===== src/rtl/cdb_arbiter_pkg.sv =====
// Shared CDB arbiter constants: default tag/value widths
// and the fixed requester index assignments.
package cdb_arbiter_pkg;

  localparam int CDB_NUM_REQ   = 3;
  localparam int CDB_ID_WIDTH  = 4;
  localparam int CDB_VAL_WIDTH = 32;

  localparam int REQ_ALU = 0;
  localparam int REQ_LSB = 1;
  localparam int REQ_BRU = 2;

endpackage


===== src/rtl/cdb_arbiter_rr_select.sv =====
// Combinational round-robin pick: first set cand bit at or after ptr.
// Ports: cand, ptr in; one-hot grant, encoded idx, any out.
module rr_select #(
  parameter int NUM_REQ = 3,
  parameter int PW      = $clog2(NUM_REQ)
) (
  input  logic [NUM_REQ-1:0] cand,
  input  logic [PW-1:0]      ptr,
  output logic [NUM_REQ-1:0] grant,
  output logic [PW-1:0]      idx,
  output logic               any
);

  int j;

  always_comb begin
    grant = '0;
    idx   = '0;
    any   = 1'b0;
    j     = 0;
    for (int k = 0; k < NUM_REQ; k++) begin
      j = (int'(ptr) + k) % NUM_REQ;
      if (!any && cand[j]) begin
        grant[j] = 1'b1;
        idx      = PW'(j);
        any      = 1'b1;
      end
    end
  end

endmodule


===== src/rtl/cdb_arbiter.sv =====
// Round-robin CDB arbiter with a one-entry buffer per requester.
// Ports: clk/rst_in_n/rdy_in/flush, req_* in, req_ready, cdb_* out.
module cdb_arbiter
  import cdb_arbiter_pkg::*;
#(
  parameter int NUM_REQ   = CDB_NUM_REQ,
  parameter int ID_WIDTH  = CDB_ID_WIDTH,
  parameter int VAL_WIDTH = CDB_VAL_WIDTH
) (
  input  logic                           clk,
  input  logic                           rst_in_n,
  input  logic                           rdy_in,
  input  logic                           flush,
  input  logic [NUM_REQ-1:0]             req_valid,
  input  logic [NUM_REQ*ID_WIDTH-1:0]    req_tag,
  input  logic [NUM_REQ*VAL_WIDTH-1:0]   req_val,
  output logic [NUM_REQ-1:0]             req_ready,
  output logic                           cdb_valid,
  output logic [ID_WIDTH-1:0]            cdb_tag,
  output logic [VAL_WIDTH-1:0]           cdb_val,
  output logic [$clog2(NUM_REQ)-1:0]     cdb_src
);

  localparam int PW = $clog2(NUM_REQ);

  logic [NUM_REQ-1:0]   hb_valid;
  logic [ID_WIDTH-1:0]  hb_tag [NUM_REQ];
  logic [VAL_WIDTH-1:0] hb_val [NUM_REQ];
  logic [PW-1:0]        rr_ptr;

  logic [NUM_REQ-1:0]   cand;
  logic [NUM_REQ-1:0]   drop;
  logic [NUM_REQ-1:0]   grant;
  logic [PW-1:0]        win;
  logic [PW-1:0]        ptr_nxt;
  logic                 any;
  logic                 en;

  always_comb begin
    cand = '0;
    drop = '0;
    for (int i = 0; i < NUM_REQ; i++) begin
      cand[i] = hb_valid[i] & (hb_tag[i] != '0);
      drop[i] = hb_valid[i] & (hb_tag[i] == '0);
    end
  end

  rr_select #(
    .NUM_REQ (NUM_REQ),
    .PW      (PW)
  ) u_sel (
    .cand  (cand),
    .ptr   (rr_ptr),
    .grant (grant),
    .idx   (win),
    .any   (any)
  );

  // Tag-0 drops free their slot at the same edge, like a grant.
  assign en        = rdy_in & ~flush & rst_in_n;
  assign req_ready = {NUM_REQ{en}} & (~hb_valid | grant | drop);
  assign ptr_nxt   = (win == PW'(NUM_REQ - 1)) ? '0 : win + PW'(1);

  always_ff @(posedge clk or negedge rst_in_n) begin
    if (!rst_in_n) begin
      hb_valid  <= '0;
      rr_ptr    <= '0;
      cdb_valid <= 1'b0;
      cdb_tag   <= '0;
      cdb_val   <= '0;
      cdb_src   <= '0;
      for (int i = 0; i < NUM_REQ; i++) begin
        hb_tag[i] <= '0;
        hb_val[i] <= '0;
      end
    end else if (rdy_in) begin
      if (flush) begin
        hb_valid  <= '0;
        cdb_valid <= 1'b0;
      end else begin
        for (int i = 0; i < NUM_REQ; i++) begin
          if (req_valid[i] && req_ready[i]) begin
            hb_valid[i] <= 1'b1;
            hb_tag[i]   <= req_tag[i*ID_WIDTH +: ID_WIDTH];
            hb_val[i]   <= req_val[i*VAL_WIDTH +: VAL_WIDTH];
          end else if (grant[i] || drop[i]) begin
            hb_valid[i] <= 1'b0;
          end
        end
        cdb_valid <= any;
        if (any) begin
          cdb_tag <= hb_tag[win];
          cdb_val <= hb_val[win];
          cdb_src <= win;
          rr_ptr  <= ptr_nxt;
        end
      end
    end
  end

endmodule


===== config.mk =====
export PLATFORM = sky130hd
export DESIGN_NAME = cdb_arbiter
export DESIGN_NICKNAME = d
export VERILOG_FILES = /design/src/rtl/cdb_arbiter_pkg.sv /design/src/rtl/cdb_arbiter_rr_select.sv /design/src/rtl/cdb_arbiter.sv
export SDC_FILE = /design/constraint.sdc
export NUM_CORES = 1
export LEC_CHECK = 0
export ABC_CLOCK_PERIOD_IN_PS = 8000
export BUFFER_PORTS_ARGS = -buffer_cell sky130_fd_sc_hd__buf_4
export CAP_MARGIN = 5
export CORE_ASPECT_RATIO = 0.8
export CORE_MARGIN = 5
export CORE_UTILIZATION = 40
export CTS_CLUSTER_SIZE = 16
export DETAILED_ROUTE_END_ITERATION = 10
export SYNTH_ARGS = -nofsm -noshare
export SYNTH_HDL_FRONTEND = slang
export SYNTH_SLANG_ARGS = --single-unit

===== constraint.sdc =====
create_clock -name clk -period 8 [get_ports clk]
set_input_delay 1.2 -clock clk [delete_from_list [all_inputs] [get_ports clk]]
set_output_delay 1.2 -clock clk [all_outputs]
set_load 0.01 [all_outputs]

; After elaboration in Yosys (flattened, before gate mapping)
; Index checks and enable logic that the tools add are counted.
[word_totals]
elab_cells = 112
in_bits = 115
register_bits = 152
[op_classes]
n_mux = 39
eq_ne = 1
n_div = 3
order_cmp = 7
bitwise = 16
n_reduce_logical = 29
add_sub_neg = 3
[op_table]
columns = cell, n
row1 = $ge 32x1->1 const B, 3
row2 = $lt 32x4->1 const B, 3
row3 = $bmux 32 s2, 1
row4 = $mod 32x3->32 const B, 2
row5 = $mux 32, 2
row6 = $mod 3x3->32 const B, 1
row7 = $mux 1, 19
row8 = $logic_not 4->1, 3
row9 = $mux 3, 4
row10 = $or 3x3->3, 4
row11 = $reduce_and 3->1, 4
row12 = $reduce_bool 4->1, 3
row13 = $reduce_bool 3->1, 3
row14 = $and 1x1->1, 8
row15 = $bmux 4 s2, 1
row16 = $logic_and 1x1->1, 8
row17 = $mux 2, 4
row18 = $mux 4, 2
row19 = $bmux 1 s2, 3
row20 = $demux 1 s2, 3
row21 = $reduce_and 2->1, 3
row22 = $add 2x1->3 const B, 1
row23 = $add 2x2->3 const B, 1
row24 = $and 3x3->3, 1
row25 = 8 further kinds, 11

; Logic depth before layout (Yosys ltp)
; Gate-level depths: netlist of run 1.
[depth]
depth_word = 18
depth_mapped = 11

; Cells and area by module
; From an unflattened synthesis of run 1, not the netlist that was laid out.
[unflattened]
cells_unflattened = 516
area_unflattened_um2 = 6990.5
[modules_own_cells]
columns = module, seq_area_each_um2, area_per_inst_um2, instances, cells_per_inst
row1 = cdb_arbiter, 3803.6, 6608.8, 1, 464
row2 = rr_select, 0.0, 381.6, 1, 52

; Worst setup path after synthesis of run 1
; OpenSTA, ideal clock, no wires.
[synth_timing]
path_kind = register -> output
startpoint = reg rr_ptr[0]
endpoint = out req_ready[0]
t_arrival_ns = 1.986
setup_slack_ns = 4.814
n_path_buf = 1
stages_incl_launch_ff = 9
path_cell_list = dfrtp_1 > inv_1 > ha_1 > clkbuf_1 > or3b_2 > nor4_1 > a211o_1 > a21oi_2 > a21oi_1
[synth_between]
elab_chain_cells = 14
elab_cells_between_ends = 43
cone_classes = add/sub (2) / div (3) / order compare (6) / mux (20) / bitwise (5) / reduce/logical (7)
[synth_rtl]
columns = element, line
row1 = from (decl), cdb_arbiter.sv:29  ; logic [PW-1:0] rr_ptr;
row2 = from (signal assigned), cdb_arbiter.sv:95  ; rr_ptr <= ptr_nxt;
row3 = branches (longest 10 deep; another with $mod 32x3->32), --
row4 = $mux 3 (*), cdb_arbiter_rr_select.sv:23  ; if (!any && cand[j]) begin
row5 = $or 3x3->3 (*) (2 in a row), cdb_arbiter.sv:61  ; assign req_ready = {NUM_REQ{en}} & (~hb_valid | grant | drop);
row6 = $and 3x3->3 (*), cdb_arbiter.sv:61
row7 = to (decl), cdb_arbiter.sv:17  ; output logic [NUM_REQ-1:0] req_ready,
; Every way passes the cells marked *. The select of a mux whose other input is x is not followed.

; Worst setup path in the final report of run 1
[layout_timing]
startpoint = reg rr_ptr[0]
endpoint = out req_ready[2]
; The elaborated chain is that of the path after synthesis.

==> results of run 1 <==
[placed cells by master, fill, tap and decap left out, drive strengths merged, types with 3 or more instances in the layout]
cell and instances:
dfrtp 152, or4 3, inv 7, a211oi 37
nor2 39, mux2 108, a32oi 4, o41ai 3
nand2 14, a21o 36, mux2i 32, ha 4
o21ai 10, buf 162, clkinv 4, a21oi 11
bufinv 5, clkbuf 19
[routing by layer]
layer	part of all wire, %	global-route usage (%)	vias to the layer above
li1	-	-	2225
met1	46	25.28	2422
met2	44	25.98	166
met3	10	7.539	6
met4	0.34	3.520	0
met5	0	0	-
[through the flow]
stage / cells / area (um2) / util, % / worst slack [ns]
4_1_cts: 903 / 8830 / 52.84 / 3.938
5_1_grt: 903 / 8830 / 52.84 / 3.683
2_1_floorplan: 524 / 6854 / - / 4.814
6_report: 903 / 8830 / 52.84 / 3.917
3_5_place_dp: 872 / 8179 / 48.94 / 3.905
3_3_place_gp: 872 / 8179 / 48.94 / 4.005
[state kept, by name (all words and copies together) (netlist names)]
signal     flops
hb_val        96
cdb_val       32
hb_tag        12
cdb_tag        4
hb_valid       3
cdb_src        2
rr_ptr         2
cdb_valid      1
[cell type report]
type | count | area [um2]
Clock buffer | 19 | 452.9
Clock inverter | 12 | 197.7
Fill cell | 1492 | 7881
Inverter | 6 | 22.52
Multi-Input combinational cell | 332 | 2858
Sequential cell | 152 | 3804
Tap cell | 220 | 275.3
Timing Repair Buffer | 162 | 1220
[path summary, 6_finish.rpt]
path | startpoint | end | slack [ns] | cells after the start
worst max-delay path | rr_ptr[0]$_DFFE_PN0P_ | req_ready[2] | 3.92 | 8
worst min-delay path | cdb_val[5]$_DFFE_PN0P_ | cdb_val[5]$_DFFE_PN0P_ | 0.48 | 1
worst max register to register | rr_ptr[0]$_DFFE_PN0P_ | hb_tag[6]$_DFFE_PN0P_ | 4.40 | 9
worst min register to register | cdb_val[5]$_DFFE_PN0P_ | cdb_val[5]$_DFFE_PN0P_ | 0.48 | 1
max in group asynchronous | rst_in_n | hb_val[15]$_DFFE_PN0P_ | 5.78 | 2
min in group asynchronous | rst_in_n | cdb_tag[3]$_DFFE_PN0P_ | 0.80 | 1
[critical path, delay by kind of cell, from the launching register on]
kind / cells / cell delay [ns]
DFF: 1 / 0.41
adders and majority gates: 1 / 0.37
and+or+nand+nor: 1 / 0.55
buffers and inverters: 3 / 0.49
AOI/OAI and AO/OA: 3 / 0.64
[cells by family (layout without fill, tap and decap cells)]
kind of cell             after synthesis  after routing
AO/OA/AOI/OAI                        118            118
flip-flops                           152            152
buffers and inverters                 40            199
adder cells (fa/ha/maj)                6              6
AND/OR/NAND/NOR                       68             68
multiplexers                         140            140
[power by group through the flow]
stage / registers [uW] / clock network (uW) / logic, uW
3_3_place_gp: 1270 / 0 / 968
2_1_floorplan: 1260 / 0 / 628
6_report: 1270 / 882 / 991
4_1_cts: 1280 / 901 / 1010
3_5_place_dp: 1290 / 0 / 997
5_1_grt: 1320 / 940 / 1090
==> results.ini, run 1 <==
[pwr]
power_uw=3147
power_frac_seq_pct=40.5
leakage_uw=0.004116
vdd_drop_max_uv=180.5
p_comb_share_pct=31.5
swShare_pct=31.67
switchingPower_uw=996.7
p_int_uw=2150
clock_power_share_pct=28.0
power.density_nw_per_um2=356.4

[critical_path]
endpoint_kind=output pin
critPathSlowestCell=or4_1
cpPeakStageDelay_ns=0.55
arrival_ns=2.88
worst_ep_required_time_ns=6.80
crit_chain=inv_1 -> ha_1 -> inv_1 -> or4_1 -> a21oi_1 -> o21ai_1 -> a21oi_1 -> buf_4
start_kind=flop
path_max_fanout=11
crit_type=flop to output pin

[sta]
fmax_mhz=244.9
min_period_over_period_pct=51.04
tns_ns=0
timing.hold.ws_ns=0.4786
setup_viol_count_final=0
hold_violations=0
tightest_slew_ns=1.140
rsz0062_at_grt=no
fin_crit_ns=4.083
slew_viol_final=0
relSlewSlack_pct=24.03
skew_ns=0.007053

[detailed_routing]
drt-pass1-iter-count=5
wirelength_um=17250
ant_nets=0
vias=4819
drt_iter0_markers=365
routedWlPerCell_um=19.11
drc_errors=0
vias_per_cell=5.337

[synthesis]
ys_types=48
synth_adder_area_share_pct=1.022
synthTopCellsByArea=dfrtp_1 (55%), mux2_2 (10%), mux2_1 (7.4%)
ys_seq_elements=152
syn_nets=643
synth_top_cell_area_share_pct=55.49
synth_most_common_cell=dfrtp_1
synth-xor-area-share_pct=0
synth_top_family_by_area=multiplexers
dominantRegCellSynth=dfrtp_1
synth-edff-count=0
ys_seq_area_share_pct=55.49
synthMuxAreaShare_pct=22.42
synth_area_um2=6854
synthArstFlopShare_pct=100.0
yosys.area.top_type=dfrtp_1
synth_cells=524
synthSimpleGateAreaFrac_pct=4.363
syn_area_per_cell_um2=13.08
synth-warning-count=0
synth_top_cells_by_count=dfrtp_1 (152), mux2_2 (63), mux2_1 (45), nor2_1 (39), a211oi_1 (37)
synth-compound-area-share_pct=13.60

[clock_tree]
ctsResizeCount=0
clk-insertion-delay-late_ns=0.42
clockBufferDepth=2
clkTransAtPathRegs_ns=0.06
cts_buffers=17
cts_sinks=152
cts_tree=done
ctsHoldBuffers=0
cts_setup_buffers=0
htreeDepth=4
cts_root_buf=clkbuf_16

[finish]
final_nets=790
antenna_cells=0
syn2layout_area_growth_pct=28.82
drive_gt1_share_pct=39.24

[grt]
grt_pass1_vias=5034
grt_pass1_wl_um=27820
gr-usage-all-layers_pct=17.89
grt_max_degree=84
grt_overflow=0
antenna_found_initial=0

[die]
die_y_um=127.1
pin_count=157
rows=42
start_util_pct=41.02
core_region_area_um2=16710
die_x_um=156.4
die-area_um2=19870

[place]
gp_congestion=0.8631
dp.final_hpwl_um=12110
portBuffers=156

[worst_hold_path]
min_path_type=flop to flop

[job]
max-cap-violations=0

[status]
status=complete, no violations

Power figures use the tool's default switching activity.
==> run 2, diff against run 1 <==
ABC_CLOCK_PERIOD_IN_PS = 3900   (was 8000)
clock period = 3.9 ns   (was 8 ns; I/O delays follow)
==> run 2 against run 1 <==
  * First-iteration DRC count down 31%
  * Combinational power up 110%
  * Core utilization about the same
  * Via count decreased by 1.4%
  * Routed wire length is 1.5% lower
  * Clock-buffer cell count grew 2
  * Cell area hardly changed
  * Total power increased by 99%
  * Sequential power grew 100%
==> results.ini, run 2 (synthesized netlist as in run 1, its figures left out) <==
[status]
status=complete, no violations

[pwr]
vdd_drop_max_uv=327.1  ; +81%
leakage_uw=0.004122  ; +0.14%
power.density_nw_per_um2=707.4  ; +99%

[die]
die_x_um=156.4  ; unchanged
core_region_area_um2=16710  ; unchanged
start_util_pct=41.02  ; unchanged
pin_count=157  ; unchanged
die_y_um=127.1  ; unchanged
die-area_um2=19870  ; unchanged
rows=42  ; unchanged

[place]
dpl_cell_area_um2=8277  ; +1.2%
dp.cells=880  ; +0.92%
dp.final_hpwl_um=12150  ; +0.33%
portBuffers=156  ; unchanged
gp_congestion=0.9082  ; +5.2%

[clock_tree]
clkTransAtPathRegs_ns=0.06  ; about the same
cts_root_buf=clkbuf_16
htreeDepth=4  ; unchanged
cts_sinks=152  ; unchanged
cts_tree=done
ctsResizeCount=0  ; unchanged
clk-insertion-delay-late_ns=0.43  ; about the same
clockBufferDepth=2  ; unchanged
cts_setup_buffers=0  ; unchanged
cts_buffers=17  ; unchanged
ctsHoldBuffers=0  ; unchanged

[critical_path]
cpPeakStageDelay_ns=0.49  ; -0.06 ns
critPathSlowestCell=or3b_2
worst_ep_required_time_ns=3.31  ; -3.49 ns
rr_endpoint=hb_val[48]$_DFFE_PN0P_
endpoint_kind=output pin
crit_path_start=rr_ptr[1]$_DFFE_PN0P_
r2r_slack_ns=0.66  ; -3.74 ns
arrival_ns=2.85  ; -0.03 ns
crit_chain=inv_1 -> ha_1 -> or3b_2 -> nor4_1 -> a211o_1 -> a21oi_2 -> a21oi_1 -> buf_4
crit_type=flop to output pin
start_kind=flop
r2r_start=rr_ptr[1]$_DFFE_PN0P_
worst-path-buf-inv=2  ; -1
path_max_fanout=16  ; +5
critical_path.top_delay_family=simple AND/OR/NAND/NOR gates
r2r_cells=8  ; -1

[sta]
relSlewSlack_pct=32.87  ; +8.8 points
rsz0062_at_grt=no
skew_ns=0.01136  ; +0.004309 ns
tightest_slew_ns=1.007  ; -0.1325 ns
min_period_over_period_pct=88.17
fin_crit_ns=3.439
slew_viol_final=0  ; unchanged
tns_ns=0  ; unchanged
fmax_mhz=290.8
hold_violations=0  ; unchanged
setup_viol_count_final=0  ; unchanged

[finish]
final_cell_count_no_fill=909  ; +0.66%
fin_util_pct=52.88  ; about the same
drive_gt1_share_pct=39.48  ; +0.24 points
fin_area_um2=8836  ; about the same
layout_common_cells=buf_4 (166), dfrtp_1 (152), mux2_2 (63)
final_nets=798  ; +1.0%
top_regs=hb_val x96, cdb_val x32, hb_tag x12
syn2layout_area_growth_pct=28.92  ; about the same
top_register=hb_val
largest_register_ffs=96  ; unchanged
mostFrequentLayoutCell=buf_4
antenna_cells=0  ; unchanged

[detailed_routing]
ant_nets=0  ; unchanged
drt-pass1-iter-count=4  ; -1
wirelength_um=17000  ; -1.5%
drc_errors=0  ; unchanged
drt_iter0_markers=253  ; -31%
vias=4751  ; -1.4%
routedWlPerCell_um=18.70  ; -2.1%
vias_per_cell=5.227  ; -2.1%

[grt]
grt_max_degree=79  ; -6.0%
grt_pass1_vias=4855  ; -3.6%
grt_overflow=0  ; unchanged
antenna_found_initial=0  ; unchanged
grt_pass1_wl_um=26800  ; -3.7%
gr-usage-all-layers_pct=17.35  ; -0.54 points

[job]
max-cap-violations=0  ; unchanged

[worst_hold_path]
min_path_type=input port to async pin

## run 2: cell count changes in the layout (fill, tap and decap cells not counted)
cell	change
clkbuf_1	+2
buf_4	+5
buf_12	+3
bufinv_16	-3
clkinv_4	-1
## run 2: report_power, final
| group | internal [uW] | total (uW) | switching (uW) |
|---|---|---|---|
| sequential | 2210 | 2590 | 386 |
| combinational | 1070 | 2070 | 997 |
| clock | 963 | 1590 | 624 |
## run 2: metal layers
metal  up-vias  global-route usage (%)  routed length [um]
met5         -                       0                   0
met4         0                   4.286                 187
met3        17                   6.863                1531
met2       157                   25.03                7291
met1      2342                   24.58                7988
li1       2235                       -                   -
## run 2: metrics by stage
stage	power [uW]	worst slack, ns	hold slack (ns)
after detailed placement	4722	0.6973	0.4677
final	6251	0.4614	0.3709
after CTS	6332	0.4955	0.3562
after floorplan	3881	1.243	0.2894
after global placement	4637	0.7856	0.4617
after global routing	6655	0.2742	0.3623
## run 2: worst register-to-register path, delay by kind of cell (launching register included)
| family | cells | cell delay [ns] |
|---|---|---|
| buffers and inverters | 2 | 0.36 |
| adder cells (fa/ha/maj) | 1 | 0.48 |
| flip-flops | 1 | 0.41 |
| AO/OA/AOI/OAI | 2 | 0.68 |
| AND/OR/NAND/NOR | 2 | 0.82 |
| multiplexers | 1 | 0.36 |
## run 2: final cells by class
cell class,count,area (um2)
fillers,1460,7875
flip-flops and latches,152,3804
multi-input cells,332,2858
repair buffers,170,1318
clock buffers,21,460.4
well taps,220,275.3
clock inverters,8,98.84
inverters,6,22.52
## run 2: how the worst max path moves through the flow
stage                        endpoint  cells after the start  slack, ns
6_report                 req_ready[0]                      8       0.46
5_1_grt                  req_ready[2]                      8       0.27
4_1_cts                  req_ready[0]                      8       0.50
3_3_place_gp   hb_val[63]$_DFFE_PN0P_                      9       0.79
2_1_floorplan  hb_val[85]$_DFFE_PN0P_                     10       1.24
3_5_place_dp   hb_val[48]$_DFFE_PN0P_                      9       0.70
